## src/rtl/seq_alu_if.sv

```systemverilog
// Operation/result bus for seq_alu.
// Handshake: a transfer happens only on a rising edge where valid && ready.
// The producer holds its payload stable while valid is high and not yet
// taken; the consumer may drive ready independently of valid.
interface seq_alu_if #(parameter int WIDTH = 8);
  logic               in_valid;
  logic               in_ready;
  logic [WIDTH-1:0]   a;
  logic [WIDTH-1:0]   b;
  logic [3:0]         op;
  logic               out_valid;
  logic               out_ready;
  logic [2*WIDTH-1:0] z;
  logic               carry;
  logic               zero;
  logic               dbz;
  logic               illegal;
  logic [1:0]         state;

  modport master (
    output in_valid, a, b, op, out_ready,
    input  in_ready, out_valid, z, carry, zero, dbz, illegal, state
  );

  modport slave (
    input  in_valid, a, b, op, out_ready,
    output in_ready, out_valid, z, carry, zero, dbz, illegal, state
  );
endinterface

```

## src/rtl/seq_alu.sv

```systemverilog
// Sequential ALU: single-cycle logic/arith ops, iterative shift-add multiply
// and restoring divide. One operation in flight; result held until taken.
module seq_alu #(
  parameter int WIDTH = 8
) (
  input logic     clk,
  input logic     rst,
  seq_alu_if.slave bus
);
  localparam int CW = $clog2(WIDTH);
  localparam logic [CW-1:0] LAST = CW'(WIDTH - 1);

  localparam logic [1:0] IDLE = 2'd0;
  localparam logic [1:0] BUSY = 2'd1;
  localparam logic [1:0] DONE = 2'd2;

  logic [1:0]         state;
  logic [CW-1:0]      cnt;
  logic               is_mul;
  logic [WIDTH-1:0]   opnd;   // multiplicand (mul) or divisor (div)
  logic [2*WIDTH-1:0] prod;   // {partial sum, remaining multiplier bits}
  logic [WIDTH-1:0]   rem;
  logic [WIDTH-1:0]   quo;    // dividend bits shift out as quotient shifts in

  logic [2*WIDTH-1:0] z_q;
  logic               carry_q, zero_q, dbz_q, illegal_q;

  // Single-cycle result from the operands presented on the bus
  logic [WIDTH:0]     ext_sum, ext_diff;
  logic [2*WIDTH-1:0] s_z;
  logic               s_carry, s_dbz, s_ill, s_long;

  assign ext_sum  = {1'b0, bus.a} + {1'b0, bus.b};
  assign ext_diff = {1'b0, bus.a} - {1'b0, bus.b};

  // Decode the opcode into a direct result or a request for the iterative path
  always_comb begin
    s_z     = '0;
    s_carry = 1'b0;
    s_dbz   = 1'b0;
    s_ill   = 1'b0;
    s_long  = 1'b0;
    case (bus.op)
      4'b0000: begin s_z = {{(WIDTH-1){1'b0}}, ext_sum};  s_carry = ext_sum[WIDTH]; end
      4'b0001: begin s_z = {{(WIDTH-1){1'b0}}, ext_diff}; s_carry = (bus.a < bus.b); end
      4'b0010: begin
        if (bus.b == '0) s_dbz  = 1'b1;
        else             s_long = 1'b1;
      end
      4'b0011: s_long = 1'b1;
      4'b0100: s_z = {{WIDTH{1'b0}}, bus.a & bus.b};
      4'b0101: s_z = {{WIDTH{1'b0}}, bus.a | bus.b};
      4'b0110: s_z = {{WIDTH{1'b0}}, bus.a ^ bus.b};
      4'b0111: s_z = {{WIDTH{1'b0}}, ~bus.a};
      4'b1000: begin s_z = {{(WIDTH-1){1'b0}}, bus.a, 1'b0}; s_carry = bus.a[WIDTH-1]; end
      4'b1001: begin s_z = {{(WIDTH+1){1'b0}}, bus.a[WIDTH-1:1]}; s_carry = bus.a[0]; end
      default: s_ill = 1'b1;
    endcase
  end

  // One step of each iterative algorithm
  logic [WIDTH:0]     mul_sum, div_shift, div_diff;
  logic [2*WIDTH-1:0] prod_next;
  logic [WIDTH-1:0]   rem_next, quo_next;
  logic               div_ge;

  assign mul_sum   = {1'b0, prod[2*WIDTH-1:WIDTH]} + (prod[0] ? {1'b0, opnd} : '0);
  assign prod_next = {mul_sum, prod[WIDTH-1:1]};
  assign div_shift = {rem, quo[WIDTH-1]};
  assign div_diff  = div_shift - {1'b0, opnd};
  assign div_ge    = (div_shift >= {1'b0, opnd});
  assign rem_next  = div_ge ? div_diff[WIDTH-1:0] : div_shift[WIDTH-1:0];
  assign quo_next  = {quo[WIDTH-2:0], div_ge};

  // Control FSM, working registers and result/flag registers
  always_ff @(posedge clk or posedge rst) begin
    if (rst) begin
      state     <= IDLE;
      cnt       <= '0;
      is_mul    <= 1'b0;
      opnd      <= '0;
      prod      <= '0;
      rem       <= '0;
      quo       <= '0;
      z_q       <= '0;
      carry_q   <= 1'b0;
      zero_q    <= 1'b0;
      dbz_q     <= 1'b0;
      illegal_q <= 1'b0;
    end else begin
      case (state)
        IDLE: begin
          if (bus.in_valid) begin
            if (s_long) begin
              state  <= BUSY;
              cnt    <= '0;
              is_mul <= (bus.op == 4'b0011);
              opnd   <= (bus.op == 4'b0011) ? bus.a : bus.b;
              prod   <= {{WIDTH{1'b0}}, bus.b};
              rem    <= '0;
              quo    <= bus.a;
            end else begin
              state     <= DONE;
              z_q       <= s_z;
              carry_q   <= s_carry;
              zero_q    <= (s_z == '0);
              dbz_q     <= s_dbz;
              illegal_q <= s_ill;
            end
          end
        end
        BUSY: begin
          cnt  <= cnt + 1'b1;
          prod <= prod_next;
          rem  <= rem_next;
          quo  <= quo_next;
          if (cnt == LAST) begin
            state     <= DONE;
            dbz_q     <= 1'b0;
            illegal_q <= 1'b0;
            if (is_mul) begin
              z_q     <= prod_next;
              carry_q <= |prod_next[2*WIDTH-1:WIDTH];
              zero_q  <= (prod_next == '0);
            end else begin
              z_q     <= {rem_next, quo_next};
              carry_q <= 1'b0;
              zero_q  <= ({rem_next, quo_next} == '0);
            end
          end
        end
        DONE: begin
          if (bus.out_ready) state <= IDLE;
        end
        default: state <= IDLE;
      endcase
    end
  end

  assign bus.in_ready  = (state == IDLE);
  assign bus.out_valid = (state == DONE);
  assign bus.z         = z_q;
  assign bus.carry     = carry_q;
  assign bus.zero      = zero_q;
  assign bus.dbz       = dbz_q;
  assign bus.illegal   = illegal_q;
  assign bus.state     = state;
endmodule

```

## src/flat_wrapper.sv

```systemverilog
// flat-port wrapper written by rule: the top's interface ports become plain ports
module seq_alu_flat 
#(
  parameter int WIDTH = 8
)
  (clk, rst, bus_in_valid, bus_a, bus_b, bus_op, bus_out_ready, bus_in_ready, bus_out_valid, bus_z, bus_carry, bus_zero, bus_dbz, bus_illegal, bus_state);
  seq_alu_if #(.WIDTH(WIDTH)) bus_i ();
  input logic clk;
  input logic rst;
  input wire logic [$bits(bus_i.in_valid)-1:0] bus_in_valid;
  input wire logic [$bits(bus_i.a)-1:0] bus_a;
  input wire logic [$bits(bus_i.b)-1:0] bus_b;
  input wire logic [$bits(bus_i.op)-1:0] bus_op;
  input wire logic [$bits(bus_i.out_ready)-1:0] bus_out_ready;
  output wire logic [$bits(bus_i.in_ready)-1:0] bus_in_ready;
  output wire logic [$bits(bus_i.out_valid)-1:0] bus_out_valid;
  output wire logic [$bits(bus_i.z)-1:0] bus_z;
  output wire logic [$bits(bus_i.carry)-1:0] bus_carry;
  output wire logic [$bits(bus_i.zero)-1:0] bus_zero;
  output wire logic [$bits(bus_i.dbz)-1:0] bus_dbz;
  output wire logic [$bits(bus_i.illegal)-1:0] bus_illegal;
  output wire logic [$bits(bus_i.state)-1:0] bus_state;
  assign bus_i.in_valid = bus_in_valid;
  assign bus_i.a = bus_a;
  assign bus_i.b = bus_b;
  assign bus_i.op = bus_op;
  assign bus_i.out_ready = bus_out_ready;
  assign bus_in_ready = bus_i.in_ready;
  assign bus_out_valid = bus_i.out_valid;
  assign bus_z = bus_i.z;
  assign bus_carry = bus_i.carry;
  assign bus_zero = bus_i.zero;
  assign bus_dbz = bus_i.dbz;
  assign bus_illegal = bus_i.illegal;
  assign bus_state = bus_i.state;
  seq_alu #(.WIDTH(WIDTH)) u_core (.clk(clk), .rst(rst), .bus(bus_i));
endmodule
```

## config.mk

```make
export PLATFORM = sky130hd
export DESIGN_NAME = seq_alu_flat
export DESIGN_NICKNAME = d
export VERILOG_FILES = /design/src/rtl/seq_alu_if.sv /design/src/rtl/seq_alu.sv /design/src/flat_wrapper.sv
export SDC_FILE = /design/constraint.sdc
export NUM_CORES = 1
export LEC_CHECK = 0
export CAP_MARGIN = 20
export CORE_MARGIN = 5
export CORE_UTILIZATION = 40
export CTS_BUF_LIST = sky130_fd_sc_hd__clkbuf_8
export DETAILED_ROUTE_END_ITERATION = 6
export MAX_ROUTING_LAYER = met4
export PLACE_DENSITY = 0.63
export SYNTH_ARGS = -nofsm -noshare
export SYNTH_HDL_FRONTEND = slang
export SYNTH_SLANG_ARGS = --single-unit
```

## constraint.sdc

```tcl
create_clock -name clk -period 4.29 [get_ports clk]
set_clock_uncertainty 0.05 [all_clocks]
set_input_delay 1.0725 -clock clk [delete_from_list [all_inputs] [get_ports clk]]
set_output_delay 1.0725 -clock clk [all_outputs]
set_load 0.005 [all_outputs]
```

==> results.md <==
- The cell count after placement is 855.
- Clock tree synthesis selected as its root buffer the cell clkbuf_8.
- The area growth from synthesis to layout is 16.2%.
- 0 antenna diodes ended up in the layout.
- The critical path launch point type is an input pin.
- In this run the critical register-to-register path is captured at u_core.bus.carry.
- For this run, the number of standard cells in the final layout without fillers is 871.
- The launch point of the worst hold path is u_core.bus.z[6].
- The CTS sink count is 66.
- The number of buffers added on ports is 47.
- Dividing the detail-routed via count by the number of cells gives 6.02.
- The critical path is of the in2reg type.
- The fraction of layout cells with a size suffix above 1 is 6.91%.
- The worst path in the final design needs a cycle of 3890 ps, including I/O delays and setup.
- The number of cells traversed by the worst hold path is 1.
- At the worst endpoint, the required time is 4490 ps.
- The remaining routing DRC violations is 0.
- No sink is reached through more buffers than the 2 on the longest clock path.
- IR analysis of the VDD net gives a maximum drop of 200 uV.
- After floorplanning, the core was sized to cover 13200 um^2.
- Measured against its own limit, the worst slew margin works out to 32.2%.
- Counting every net in the synthesized netlist gives 719.
- At the end of routability-driven placement, the weighted congestion stood at 0.971.
- The floorplan step set the die width to 126 um.
- The full die area is 15800 um^2.
- The deepest level of the CTS H-tree is 3.
- In this run, synthesis inferred 0 flip-flops with an integrated enable.
- The synthesized instance count is 649.
- The final antenna-violating net count is 0.
- Leaving out fill and tap cells, the most frequent cell in the layout is nand2_1.
- The die is 126 um tall.
- The initial cell density of the core is 40.5%.
- The total CTS buffers is 9.
- At the pin with the least slew margin, the transition time is 1020 ps.
- The post-detailed-route wirelength per cell is 19.8 um.
- At the end of the flow the core is filled with cells to 47.1%.
- For this design the static power due to leakage is 2.73 nW.
- Detailed placement finished with a half-perimeter wire length of 13200 um.
- The tool flagged a number of max-cap violations equal to 0.
- Setup repair after global routing left no endpoint under its margin.
- The count of endpoints failing hold in the final timing report is 0.
- The number of pins exceeding their max-slew limit in the final report is 0.
- Global routing finished with a remaining overflow of 0.
- Global routing consumed, over all layers together, 22.0% of the routing resources.
- The internal power of the cells totals 1.84 mW.
- For this design the total switching power over the nets is 1.54 mW.
- Derived from the worst setup path, the maximum achievable clock frequency is 257 MHz.
- In this run switching power makes up 45.5% of total power.
- The number of global-route vias before repair was 4900.
- The post-cts repair resize count is 0.
- The combined area of all synthesized cells is 5350 um^2.
- The area share of the leading cell type in the synthesized netlist is 30.9%.
- At the end of the flow, the number of nets in the layout was 760.
- Detailed routing inserted a total of 5247 vias.
- The cell area power density is 544 nW/um^2.
- The number of core rows is 42.
- STA classifies the critical path endpoint as a register.
- The startpoint of the worst setup timing path is bus_a[0].
- The clock-pin slew on the worst setup and hold paths is 70 ps.
- Power comes to 3.38 mW.
- After synthesis the netlist holds a flip-flop and latch count of 66.
- The detailed-router iteration count before antenna repair is 5.
- In the final layout, flip-flops and latches occupy 1650 um^2.
- The combined area of the multi-input logic cells is 3400 um^2.
- The Yosys step of the flow raised 0 warnings.
- For this block, the routed nets add up to 17200 um of wire.
- Of all nets on the critical path, the largest fanout is 7.
- The startpoint identified for the worst register-to-register timing path is u_core.prod[0].
- 48 I/O pins were placed.
- Entering global routing, the biggest net connects 35 pins.
- Hold repair after CTS inserted 0 buffers.
- The most used flip-flop cell after synthesis is dfrtp_1.
- The global-route wire length before repair is 27100 um.
- The internal reg-to-reg setup slack is 1280 ps.
- The flow ran to the end, and the final reports show no timing, DRC or antenna violations.
- The part of the power in registers is 33.0%.
- In the layout the commonest cells are nand2_1, dfrtp_1, nor2_1.
- The first routing iteration left 519 violations.
- Per report_power, the clock group accounts for 13.9% of the total.
- Post-CTS timing repair inserted 0 buffers for setup.
- Sequential cells were found to cover 30.9% of the synthesized design area.
- The filler cells instantiated in the layout total 1287.
- The number of cells on the worst reg-to-reg path is 10.
- The path class of the tightest hold or removal check is reg2reg.
- The average instance in the mapped netlist occupies 8.24 um^2.
- Adding up every negative setup slack in the final design gives 0 ps.
- The number of different library cells used by synthesis comes to 72.
- The initial antenna violation count is 0.
- The final critical path takes up 90.6% of the cycle.
- By area the synthesized netlist is led by dfrtp_1, ha_1, nand2_1.
- STA puts the critical path data arrival time at 4090 ps.
- The most area-hungry cell type in the Yosys netlist is dfrtp_1.
- The capture endpoint of the worst hold path is u_core.bus.z[6].
- TritonCTS built the clock tree.
- For the worst-skew pair, the clock arrives at the later sink with an insertion delay of 350 ps.
- The async set-or-reset flop fraction in the synthesized netlist is 100%.
- The final setup violation count is 0.
- Of the total power, combinational logic draws 53.1%.
## worst max-delay path by stage
| stage | slack (ps) | depth (start not counted) | endpoint |
|---|---|---|---|
| global route | 130 | 11 | u_core.bus.z[8] |
| CTS | 510 | 11 | u_core.bus.z[8] |
| floorplan | 1120 | 9 | u_core.bus.z[7] |
| finish | 410 | 11 | u_core.bus.z[8] |
| detailed placement | 170 | 11 | u_core.bus.z[8] |
| global placement | 270 | 11 | u_core.bus.z[8] |
## synth_stat cells (all sizes together), types with 4 or more instances
master / instances
or3: 4
nand2b: 5
clkbuf: 29
a31oi: 20
buf: 8
o21a: 9
a21o: 11
nor4: 11
nor2b: 14
ha: 42
a211oi: 9
inv: 41
nor3b: 4
nand3b: 4
a22oi: 7
o21ai: 40
fa: 4
o22ai: 5
o31a: 4
a21oi: 30
o221ai: 10
nand3: 10
nor2: 57
nand4: 4
o31ai: 4
xnor2: 6
or2: 7
nand2: 81
a22o: 9
dfrtp: 66
nor3: 11
mux2i: 24
and2: 11
## flip-flops by register name, summed over array words and instances, names as in the netlist
signal	flops
u_core.is_mul	1
u_core.bus.illegal	1
u_core.bus.zero	1
u_core.cnt	3
u_core.prod	16
u_core.rem	8
u_core.bus.carry	1
u_core.bus.z	16
u_core.opnd	8
u_core.quo	8
u_core.bus.dbz	1
u_core.bus.state	2
## critical path: stages
cell	delay, ps
clkdlybuf4s50_1	550
inv_1	140
ha_1	180
inv_1	60
fa_1	420
a221oi_2	420
o21ai_0	130
a2111oi_0	570
nor2_1	150
nor3b_1	180
a211oi_1	220
## area by class of cell
type	instances	area share (%)
multi-input combinational	505	54.7
sequential	66	26.6
timing repair buffer	67	9.99
tap	176	3.54
inverter	41	2.48
clock buffer	9	1.99
clock inverter	7	0.745
## cell families after synthesis
group | share of synthesized area [%]
AO/OA/AOI/OAI | 25.1
XOR/XNOR | 1.31
adder cells (fa/ha/maj) | 11.3
buffers and inverters | 5.64
flip-flops | 30.9
multiplexers | 4.71
AND/OR/NAND/NOR | 21.0
## metal layers
layer	global-route usage [%]	up-vias	share of wire, %
met2	33.4	233	46
li1	-	2435	-
met3	3.62	33	6.9
met4	7.59	0	2.2
met5	-	-	0
met1	29.8	2546	45
## metrics by stage
stage	instance area, um^2	hold slack [ps]	setup WS, ps
final	6210	431	405
after global routing	6210	452	135
after CTS	6210	436	508
after detailed placement	6040	420	171
after global placement	6040	409	265
after floorplan	5350	396	1120
## power by group through the flow
stage / combinational [mW] / clock (mW) / sequential (mW)
finish: 1.79 / 0.470 / 1.12
global route: 1.97 / 0.502 / 1.15
CTS: 1.77 / 0.476 / 1.11
detailed placement: 1.77 / 0 / 1.12
global placement: 1.72 / 0 / 1.12
floorplan: 1.23 / 0 / 1.03
Power figures use the tool's default switching activity.
